[src/rtl/difftest_commit_queue_if.sv]
// ---------------------------------------------------------------------------
// difftest_commit_queue_if
//   Record channel from the commit queue to the difftest bridge.
//
//   Handshake: a record transfers on every clock edge where rec_valid and
//   rec_ready are both high. The producer holds rec_valid and every rec_*
//   field stable until that transfer. rec_valid does not depend on
//   rec_ready. The consumer may raise or drop rec_ready at any time.
//
//   Signals:
//     rec_valid     producer -> consumer  record available
//     rec_ready     consumer -> producer  record accepted this edge
//     rec_skip      reference model must skip this record
//     rec_pc        retired PC
//     rec_ins       retired instruction
//     rec_rd_we     rd written (0 whenever rd_addr == 0)
//     rec_rd_addr   rd index
//     rec_rd_data   rd value
//
//   Modports: master = commit queue (producer), slave = bridge (consumer).
// ---------------------------------------------------------------------------
interface difftest_commit_queue_if;
  logic        rec_valid;
  logic        rec_ready;
  logic        rec_skip;
  logic [63:0] rec_pc;
  logic [31:0] rec_ins;
  logic        rec_rd_we;
  logic [4:0]  rec_rd_addr;
  logic [63:0] rec_rd_data;

  modport master (
    output rec_valid,
    output rec_skip,
    output rec_pc,
    output rec_ins,
    output rec_rd_we,
    output rec_rd_addr,
    output rec_rd_data,
    input  rec_ready
  );

  modport slave (
    input  rec_valid,
    input  rec_skip,
    input  rec_pc,
    input  rec_ins,
    input  rec_rd_we,
    input  rec_rd_addr,
    input  rec_rd_data,
    output rec_ready
  );
endinterface

[src/rtl/difftest_commit_queue.sv]
// ---------------------------------------------------------------------------
// difftest_commit_queue
//   Buffers real retirements from the writeback unit and replays them to the
//   difftest bridge one record per accepted handshake. When an ebreak is
//   captured, later commits are dropped. Once the queue has drained,
//   o_finish is raised, and o_good_trap reports whether a0 was zero at the
//   ebreak.
//
//   Parameters:
//     DEPTH    FIFO entries (power of two, >= 2)
//     TIMEOUT  idle cycles before o_hang (only with DIFFTEST_HANG_DETECT_EN)
//
//   Ports:
//     i_clk, i_rst_n        clock, asynchronous active-low reset
//     i_wbu_*               retire strobe, bubble flag, skip flag, pc, ins,
//                           rd write info
//     i_a0_zero             a0 == 0 at retire
//     o_wbu_stall           queue full in RUN; the WBU holds its commit
//     rec                   record channel (difftest_commit_queue_if.master)
//     o_finish              program ended and queue empty (sticky)
//     o_good_trap           a0 was zero at ebreak (qualified by o_finish)
//     o_commit_cnt          real commits accepted into the FIFO
//     o_dbg_state           FSM state: 0 RUN, 1 DRAIN, 2 DONE
//     o_hang                sticky idle timeout (DIFFTEST_HANG_DETECT_EN only)
//
//   Optional feature macro: DIFFTEST_HANG_DETECT_EN
// ---------------------------------------------------------------------------
module difftest_commit_queue #(
  parameter int unsigned DEPTH   = 4,
  parameter int unsigned TIMEOUT = 4096
) (
  input  logic                    i_clk,
  input  logic                    i_rst_n,
  input  logic                    i_wbu_commit,
  input  logic                    i_wbu_nop,
  input  logic                    i_wbu_skip,
  input  logic [63:0]             i_wbu_pc,
  input  logic [31:0]             i_wbu_ins,
  input  logic                    i_wbu_rd_we,
  input  logic [4:0]              i_wbu_rd_addr,
  input  logic [63:0]             i_wbu_rd_data,
  input  logic                    i_a0_zero,
  output logic                    o_wbu_stall,
  difftest_commit_queue_if.master rec,
  output logic                    o_finish,
  output logic                    o_good_trap,
  output logic [63:0]             o_commit_cnt,
  output logic [1:0]              o_dbg_state
`ifdef DIFFTEST_HANG_DETECT_EN
  ,
  output logic                    o_hang
`endif
);

  localparam int unsigned PTR_W = $clog2(DEPTH);
  localparam int unsigned CNT_W = PTR_W + 1;
  localparam logic [31:0] EBREAK = 32'h0010_0073;

  typedef struct packed {
    logic        skip;
    logic [63:0] pc;
    logic [31:0] ins;
    logic        rd_we;
    logic [4:0]  rd_addr;
    logic [63:0] rd_data;
  } rec_t;

  typedef enum logic [1:0] {
    ST_RUN   = 2'd0,
    ST_DRAIN = 2'd1,
    ST_DONE  = 2'd2
  } state_t;

  state_t state_q, state_d;

  rec_t             mem [DEPTH];
  rec_t             in_rec;
  rec_t             head_q, head_d;
  logic [PTR_W-1:0] wr_ptr_q, rd_ptr_q, rd_ptr_d;
  logic [CNT_W-1:0] count_q, count_d;
  logic             valid_q, valid_d;
  logic             good_trap_q;
  logic             full;
  logic             enq;
  logic             deq;
  logic             is_ebreak;

  // The stall is raised only in RUN. In DRAIN and DONE, commits are dropped
  // rather than blocked.
  assign full        = (count_q == CNT_W'(DEPTH));
  assign o_wbu_stall = full && (state_q == ST_RUN);
  assign enq         = i_wbu_commit && !i_wbu_nop && !o_wbu_stall &&
                       (state_q == ST_RUN);
  assign deq         = valid_q && rec.rec_ready;
  assign is_ebreak   = (i_wbu_ins == EBREAK);

  // rd_we is stored already qualified, so x0 writes never reach the bridge.
  always_comb begin
    in_rec         = '0;
    in_rec.skip    = i_wbu_skip;
    in_rec.pc      = i_wbu_pc;
    in_rec.ins     = i_wbu_ins;
    in_rec.rd_we   = i_wbu_rd_we && (i_wbu_rd_addr != 5'd0);
    in_rec.rd_addr = i_wbu_rd_addr;
    in_rec.rd_data = i_wbu_rd_data;
  end

  // Next head computation. The output fields are registered, so the next
  // head is computed here. When the entry being written this cycle becomes
  // the head, it comes from the input: the memory write has not landed yet.
  always_comb begin
    count_d = count_q;
    if (enq && !deq) begin
      count_d = count_q + CNT_W'(1);
    end else if (!enq && deq) begin
      count_d = count_q - CNT_W'(1);
    end

    rd_ptr_d = rd_ptr_q;
    if (deq) begin
      rd_ptr_d = rd_ptr_q + PTR_W'(1);
    end

    valid_d = (count_d != '0);

    head_d = '0;
    if (count_d != '0) begin
      if (enq && (count_q == CNT_W'(deq))) begin
        head_d = in_rec;
      end else begin
        head_d = mem[rd_ptr_d];
      end
    end
  end

  // Storage has no reset; its contents are don't-care until written.
  always_ff @(posedge i_clk) begin
    if (enq) begin
      mem[wr_ptr_q] <= in_rec;
    end
  end

  always_ff @(posedge i_clk or negedge i_rst_n) begin
    if (!i_rst_n) begin
      wr_ptr_q     <= '0;
      rd_ptr_q     <= '0;
      count_q      <= '0;
      valid_q      <= 1'b0;
      head_q       <= '0;
      o_commit_cnt <= '0;
      good_trap_q  <= 1'b0;
    end else begin
      rd_ptr_q <= rd_ptr_d;
      count_q  <= count_d;
      valid_q  <= valid_d;
      head_q   <= head_d;
      if (enq) begin
        wr_ptr_q     <= wr_ptr_q + PTR_W'(1);
        o_commit_cnt <= o_commit_cnt + 64'd1;
        if (is_ebreak) begin
          good_trap_q <= i_a0_zero;
        end
      end
    end
  end

  // FSM
  always_ff @(posedge i_clk or negedge i_rst_n) begin
    if (!i_rst_n) begin
      state_q <= ST_RUN;
    end else begin
      state_q <= state_d;
    end
  end

  always_comb begin
    state_d = state_q;
    case (state_q)
      ST_RUN:   if (enq && is_ebreak) state_d = ST_DRAIN;
      ST_DRAIN: if (count_q == '0)    state_d = ST_DONE;
      ST_DONE:  state_d = ST_DONE;
      default:  state_d = ST_RUN;
    endcase
  end

  assign rec.rec_valid   = valid_q;
  assign rec.rec_skip    = head_q.skip;
  assign rec.rec_pc      = head_q.pc;
  assign rec.rec_ins     = head_q.ins;
  assign rec.rec_rd_we   = head_q.rd_we;
  assign rec.rec_rd_addr = head_q.rd_addr;
  assign rec.rec_rd_data = head_q.rd_data;

  assign o_finish    = (state_q == ST_DONE);
  assign o_good_trap = good_trap_q && o_finish;
  assign o_dbg_state = state_q;

`ifdef DIFFTEST_HANG_DETECT_EN
  localparam int unsigned HANG_W = $clog2(TIMEOUT + 1);

  logic [HANG_W-1:0] idle_q, idle_d;
  logic              hang_q;

  // Idle counter. It clears on every real commit and counts only in RUN.
  // It saturates at TIMEOUT. o_hang rises on the same edge the counter
  // reaches TIMEOUT.
  always_comb begin
    idle_d = idle_q;
    if (enq) begin
      idle_d = '0;
    end else if ((state_q == ST_RUN) && (idle_q != HANG_W'(TIMEOUT))) begin
      idle_d = idle_q + HANG_W'(1);
    end
  end

  always_ff @(posedge i_clk or negedge i_rst_n) begin
    if (!i_rst_n) begin
      idle_q <= '0;
      hang_q <= 1'b0;
    end else begin
      idle_q <= idle_d;
      if (idle_d == HANG_W'(TIMEOUT)) begin
        hang_q <= 1'b1;
      end
    end
  end

  assign o_hang = hang_q;
`else
  logic unused_timeout;
  assign unused_timeout = (TIMEOUT == 0);
`endif

endmodule

[src/flat_wrapper.sv]
// flat-port wrapper written by rule: the top's interface ports become plain ports
module difftest_commit_queue_flat 
#(
  parameter int unsigned DEPTH   = 4,
  parameter int unsigned TIMEOUT = 4096
)
  (i_clk, i_rst_n, i_wbu_commit, i_wbu_nop, i_wbu_skip, i_wbu_pc, i_wbu_ins, i_wbu_rd_we, i_wbu_rd_addr, i_wbu_rd_data, i_a0_zero, o_wbu_stall, o_finish, o_good_trap, o_commit_cnt, o_dbg_state, rec_rec_valid, rec_rec_skip, rec_rec_pc, rec_rec_ins, rec_rec_rd_we, rec_rec_rd_addr, rec_rec_rd_data, rec_rec_ready);
  difftest_commit_queue_if rec_i ();
  input  logic i_clk;
  input  logic i_rst_n;
  input  logic i_wbu_commit;
  input  logic i_wbu_nop;
  input  logic i_wbu_skip;
  input  logic [63:0] i_wbu_pc;
  input  logic [31:0] i_wbu_ins;
  input  logic i_wbu_rd_we;
  input  logic [4:0] i_wbu_rd_addr;
  input  logic [63:0] i_wbu_rd_data;
  input  logic i_a0_zero;
  output logic o_wbu_stall;
  output logic o_finish;
  output logic o_good_trap;
  output logic [63:0] o_commit_cnt;
  output logic [1:0] o_dbg_state;
  output wire logic [$bits(rec_i.rec_valid)-1:0] rec_rec_valid;
  output wire logic [$bits(rec_i.rec_skip)-1:0] rec_rec_skip;
  output wire logic [$bits(rec_i.rec_pc)-1:0] rec_rec_pc;
  output wire logic [$bits(rec_i.rec_ins)-1:0] rec_rec_ins;
  output wire logic [$bits(rec_i.rec_rd_we)-1:0] rec_rec_rd_we;
  output wire logic [$bits(rec_i.rec_rd_addr)-1:0] rec_rec_rd_addr;
  output wire logic [$bits(rec_i.rec_rd_data)-1:0] rec_rec_rd_data;
  input wire logic [$bits(rec_i.rec_ready)-1:0] rec_rec_ready;
  assign rec_rec_valid = rec_i.rec_valid;
  assign rec_rec_skip = rec_i.rec_skip;
  assign rec_rec_pc = rec_i.rec_pc;
  assign rec_rec_ins = rec_i.rec_ins;
  assign rec_rec_rd_we = rec_i.rec_rd_we;
  assign rec_rec_rd_addr = rec_i.rec_rd_addr;
  assign rec_rec_rd_data = rec_i.rec_rd_data;
  assign rec_i.rec_ready = rec_rec_ready;
  difftest_commit_queue #(.DEPTH(DEPTH), .TIMEOUT(TIMEOUT)) u_core (.i_clk(i_clk), .i_rst_n(i_rst_n), .i_wbu_commit(i_wbu_commit), .i_wbu_nop(i_wbu_nop), .i_wbu_skip(i_wbu_skip), .i_wbu_pc(i_wbu_pc), .i_wbu_ins(i_wbu_ins), .i_wbu_rd_we(i_wbu_rd_we), .i_wbu_rd_addr(i_wbu_rd_addr), .i_wbu_rd_data(i_wbu_rd_data), .i_a0_zero(i_a0_zero), .o_wbu_stall(o_wbu_stall), .rec(rec_i), .o_finish(o_finish), .o_good_trap(o_good_trap), .o_commit_cnt(o_commit_cnt), .o_dbg_state(o_dbg_state));
endmodule
[config.mk]
export PLATFORM = sky130hd
export DESIGN_NAME = difftest_commit_queue_flat
export DESIGN_NICKNAME = d
export VERILOG_FILES = /design/src/rtl/difftest_commit_queue_if.sv /design/src/rtl/difftest_commit_queue.sv /design/src/flat_wrapper.sv
export SDC_FILE = /design/constraint.sdc
export NUM_CORES = 1
export LEC_CHECK = 0
export ABC_CLOCK_PERIOD_IN_PS = 11100
export CAP_MARGIN = 15
export CORE_UTILIZATION = 25
export CTS_CLUSTER_DIAMETER = 60
export CTS_CLUSTER_SIZE = 12
export DETAILED_ROUTE_END_ITERATION = 10
export GPL_ROUTABILITY_DRIVEN = 1
export MAX_ROUTING_LAYER = met4
export PLACE_DENSITY = 0.53
export SLEW_MARGIN = 20
export SYNTH_ARGS = -nofsm -noshare
export SYNTH_HDL_FRONTEND = slang
export SYNTH_SLANG_ARGS = --single-unit
[constraint.sdc]
create_clock -name i_clk -period 11.1 [get_ports i_clk]
set_clock_uncertainty 0.1 [all_clocks]
set_input_delay 1.11 -clock i_clk [delete_from_list [all_inputs] [get_ports i_clk]]
set_output_delay 1.11 -clock i_clk [all_outputs]
set_load 0.01 [all_outputs]
==> Word-level counts from Yosys, hierarchy flattened <==
Memory sizes are Yosys's and may differ from the RTL's.
Cells that the tools add are included.
{ "classes": {"mux": 10, "n_addsub": 5, "n_reduce_logical": 21, "n_eq_ne": 7} }
{ "op_table": {"columns": ["operator", "count"], "rows": [
  ["167-bit 2-to-1 mux", 2],
  ["64-bit by 1-bit adder with 64-bit output, second input constant", 1],
  ["32-bit by 21-bit == test with 1-bit output, second input constant", 1],
  ["1-bit logical AND", 11],
  ["2-bit 2-to-1 mux", 3],
  ["3-bit 2-to-1 mux", 2],
  ["2-bit one-hot mux with 3 select lines", 1],
  ["5-bit nonzero test", 1],
  ["2-bit by 1-bit adder with 2-bit output, second input constant", 2],
  ["1-bit logical NOT", 4],
  ["2-bit AND reduction", 2],
  ["3-bit by 1-bit adder with 3-bit output, second input constant", 1],
  ["3-bit by 1-bit == test with 1-bit output", 1],
  ["3-bit == test, second input constant", 1],
  ["3-bit logical NOT", 1],
  ["3-bit nonzero test", 1],
  ["3-bit by 1-bit subtractor with 3-bit output, second input constant", 1],
  ["2-bit by 1-bit == test with 1-bit output, second input constant", 1],
  ["2-bit == test, second input constant", 1],
  ["2-bit logical NOT", 1],
  ["1-bit 2-to-1 mux", 2],
  ["2-bit by 1-bit != test with 1-bit output, second input constant", 1],
  ["2-bit != test, second input constant", 1]
]} }
{ "totals": {"reg_bits": 242, "n_memories": 1, "wordCells": 57, "ramBits": 668, "in_bits": 173, "output_inout_bits": 237} }
{ "mem_list": {"columns": ["name", "words", "word_bits", "rd", "rd_ports_with_merged_regs", "write_ports", "line_no", "text"], "rows": [
  ["u_core.mem", 4, 167, 1, 0, 1, "difftest_commit_queue.sv:76", "rec_t mem [DEPTH];"]
]} }

==> Longest topological paths before layout <==
{ "logic_depth": {"word_depth": 11, "depth_mapped": 12, "ltp_nobuf": 7} }

==> Worst setup path after synthesis <==
OpenSTA, ideal clock, no wires.
{ "synth_timing": {"kind": "input to register", "start": "in i_wbu_nop", "end": "mem u_core.mem[0][0] (netlist name) (enable)", "stages": 3, "t_required_ns": 10.452, "setup_time_ns": 0.548, "t_arrival_ns": 5.307, "slack_ns": 5.145, "n_path_buf": 1, "path_cell_list": "and3b_1 > buf_6 > and3_1"} }
{ "synth_between": {"elab_chain_len": 6} }
{ "synth_lines": {"columns": ["element", "line_no", "text"], "rows": [
  ["start, declared", "flat_wrapper.sv:12", "input logic i_wbu_nop;"],
  ["1-bit logical NOT", "difftest_commit_queue.sv:92", "assign enq = i_wbu_commit && !i_wbu_nop && !o_wbu_stall &&"],
  ["1-bit logical AND (3 in a row)", "difftest_commit_queue.sv:92", null],
  ["1-bit 2-to-1 mux", "difftest_commit_queue.sv:138", "if (enq) begin"],
  ["1-bit 2-to-1 mux (implied by the code)", "difftest_commit_queue.sv:139", "mem[wr_ptr_q] <= in_rec;"],
  ["end, declared", "difftest_commit_queue.sv:76", null]
]} }
No other way between the ends.

==> metrics.md <==
| Metric | Value |
|---|---|
| Peak VDD IR | `0.1719 mV` |
| Setup TNS | `0 ns` |
| Worst reg2reg path depth | `9` |
| Prevailing post-synth register cell | `edfxtp_1` |
| Number of synthesized register bits | `910` |
| Drt drc | `0` |
| Slew headroom | `28.79%` |
| Boundary Pins | `410` |
| Vias/cell | `4.612` |
| Die Wd | `380.1 um` |
| Register area | `26120 sq um` |
| Top delay family on crit path | `buffers and inverters` |
| Fmax | `218.5 MHz` |
| Iter 0 DRT Violations | `1505` |
| CTS Buf Count | `101` |
| Syn Area/Cell | `15.02 sq um` |
| Cell accounting for the most synthesized area | `edfxtp_1` |
| Crit path depth | `9` |
| Post-synth net total | `2564` |
| RSZ-0062 raised after global routing | `false` |
| Die ar. | `144500 sq um` |
| Data required, critical path | `11.54 ns` |
| EDFF count, synth | `668` |
| Total grt overflow | `0` |
| I/O Buffers | `409` |
| Final period util | `41.23%` |
| Most instantiated library cell after synthesis | `edfxtp_1` |
| Area of the multi-input gates | `8757 sq um` |
| Endpoints failing setup | `0` |
| Area grow syn2layout | `26.27%` |
| Status | `complete, no violations` |
| Crit-path slowest cell | `buf_4` |
| Leakage | `0.01577 uW` |
| Worst-margin pin slew | `1.068 ns` |
| Power Dens Cells | `274.8 nW/um^2` |
| Post-CTS Setup Inserts | `0` |
| WL/cell | `22.09 um` |
| Area share of the largest cell type after synthesis | `56.12%` |
| Min-Delay Path Class | `in -> async` |
| Synthesized area | `35740 sq um` |
| Starting Density | `25.21%` |
| Clk sinks | `910` |
| Max cap viols | `0` |
| Clock latency on the worst-skew pair | `0.72 ns` |
| Nets | `2948` |
| Hold buffers post-CTS | `0` |
| Area contributors post-synth | `edfxtp_1 (56%), dfrtp_1 (17%), a221oi_2 (5.5%)` |
| Clock Tree Buf Depth | `3` |
| Largest net degree at the start of global routing | `88` |
| Hold WS | `0.2919 ns` |
| Final WL | `105100 um` |
| CTS tree | `built` |
| Core Region | `141800 sq um` |
| CP Class | `reg -> reg` |
| CP max FO | `42` |
| Crit end category | `register` |
| Slowest cell delay on critical path | `0.78 ns` |
| CP Buf/Inv Count | `3` |
| Startpoint class of the critical path | `register` |
| Distinct cell type count after synthesis | `46` |
| Vias in the first global route | `22590` |
| CP arrival | `5.02 ns` |
| First-pass GRT wire length | `155100 um` |
| H-tree depth | `3` |
| Min Tclk post-route | `4.576 ns` |
| Row count | `138` |
| Filler Cell Count | `13834` |
| Post-DRT Antenna Nets | `0` |
| Vias | `21931` |
| Cells after synthesis | `2380` |
| PostCTS Resize Cnt | `0` |
| CTS root buf | `clkbuf_16` |
| Antenna violations before repair | `20` |
| Yosys warns | `0` |
| Final Hold Fails | `0` |
| Top cells by instance count after synthesis | `edfxtp_1 (668), nand2_1 (370), dfrtp_1 (242)` |
| First-pass DRT Iterations | `5` |
| Share of cells above drive strength 1 | `12.02%` |
| Seq/Total Area, Yosys | `73.07%` |
| Crit path cell chain | `inv_1 > ha_1 > and3b_1 > and3_4 > a221oi_2 > o31ai_4 > buf_4 > buf_4 > a221oi_1` |
| Pins Over Slew Limit | `0` |
| CTS clk-pin slew, worst paths | `0.06 ns` |
| DP Wirelength | `60430 um` |
| Die Ht | `380.1 um` |
| Most frequent CP cell | `buf_4` |
| Asr flop ratio synth | `26.59%` |
| Tot GR Track Use | `14.70%` |
| Final GP Congestion | `0.7687` |
## power breakdown
part           leakage [uW]  internal, uW  switching (uW)
clock network       0.00161          1970            1430
logic               0.00500          1750            2720
registers           0.00915          4280             254
## area by class of cell
| cell class | instances | share of cell area, % |
|---|---|---|
| Clock inverter | 36 | 1.156 |
| Multi-Input combinational cell | 1278 | 19.40 |
| Inverter | 21 | 0.1857 |
| Clock buffer | 149 | 6.249 |
| Tap cell | 1890 | 5.240 |
| Timing Repair Buffer | 452 | 9.797 |
| Antenna cell | 19 | 0.1053 |
| Sequential cell | 910 | 57.86 |
## cells by family after synthesis
logic type / after synthesis / synth area share, %
flops: 910 / 73.07
simple gates: 680 / 7.901
fa+ha+maj: 11 / 0.3851
buf+inv: 192 / 2.608
xor+xnor: 68 / 1.666
mux: 2 / 0.06301
compound gates: 517 / 14.31
## layout by cell type, fill, tap and decap left out, types with 37 or more instances in the layout
cell type / n
a221oi_1: 206
clkbuf_1: 39
xor2_1: 37
edfxtp_1: 668
dfrtp_1: 242
clkbuf_16: 103
clkdlybuf4s50_1: 408
nor2_1: 196
a21o_1: 167
nand2_1: 370
a221oi_2: 130
buf_4: 43
## flip-flops by register name, indices dropped and copies added, names as in the netlist, 2 cells and up
register,cells
u_core.rec.rec_pc,64
u_core.rec.rec_ins,32
u_core.rd_ptr_q,2
u_core.rec.rec_rd_addr,5
u_core.count_q,3
u_core.mem,668
u_core.o_commit_cnt,64
u_core.rec.rec_rd_data,64
u_core.o_dbg_state,2
u_core.wr_ptr_q,2
## worst register-to-register path: cells and delay by family, from the launching register on
family | cells | cell delay (ns)
buf+inv | 3 | 1.69
compound gates | 3 | 1.00
simple gates | 2 | 0.85
flops | 1 | 0.43
fa+ha+maj | 1 | 0.35
## routing by layer
| layer | track usage (%) | part of all wire, % | vias up |
|---|---|---|---|
| met5 | - | 0 | - |
| li1 | - | - | 9935 |
| met2 | 23.85 | 49 | 601 |
| met4 | 4.473 | 2.1 | 0 |
| met3 | 3.157 | 5.6 | 140 |
| met1 | 18.30 | 43 | 11255 |
## worst paths after layout
check	to	from	slack, ns
max	u_core.rec.rec_rd_data[27]$_DFF_PN0_	u_core.o_dbg_state[0]$_DFFE_PN0P_	6.52
max in group asynchronous	u_core.rec.rec_rd_data[61]$_DFF_PN0_	i_rst_n	8.39
min	u_core.rec.rec_pc[60]$_DFF_PN0_	i_rst_n	0.29
min in group i_clk	u_core.o_commit_cnt[63]$_DFFE_PN0P_	u_core.o_commit_cnt[63]$_DFFE_PN0P_	0.37
min reg2reg	u_core.o_commit_cnt[63]$_DFFE_PN0P_	u_core.o_commit_cnt[63]$_DFFE_PN0P_	0.37
max reg2reg	u_core.rec.rec_rd_data[27]$_DFF_PN0_	u_core.o_dbg_state[0]$_DFFE_PN0P_	6.52
## through the flow
step	setup slack, ns	cells	total power [uW]	instance area [sq um]	utilization, %
CTS	6.349	4736	12590	45080	31.80
floorplan	5.145	2380	7401	35740	-
detailed placement	5.772	4551	9158	41740	29.45
finish	6.524	4755	12400	45130	31.84
global route	6.236	4755	13000	45130	31.84
global placement	5.858	4551	9125	41740	29.45
Power figures use the tool's default switching activity.
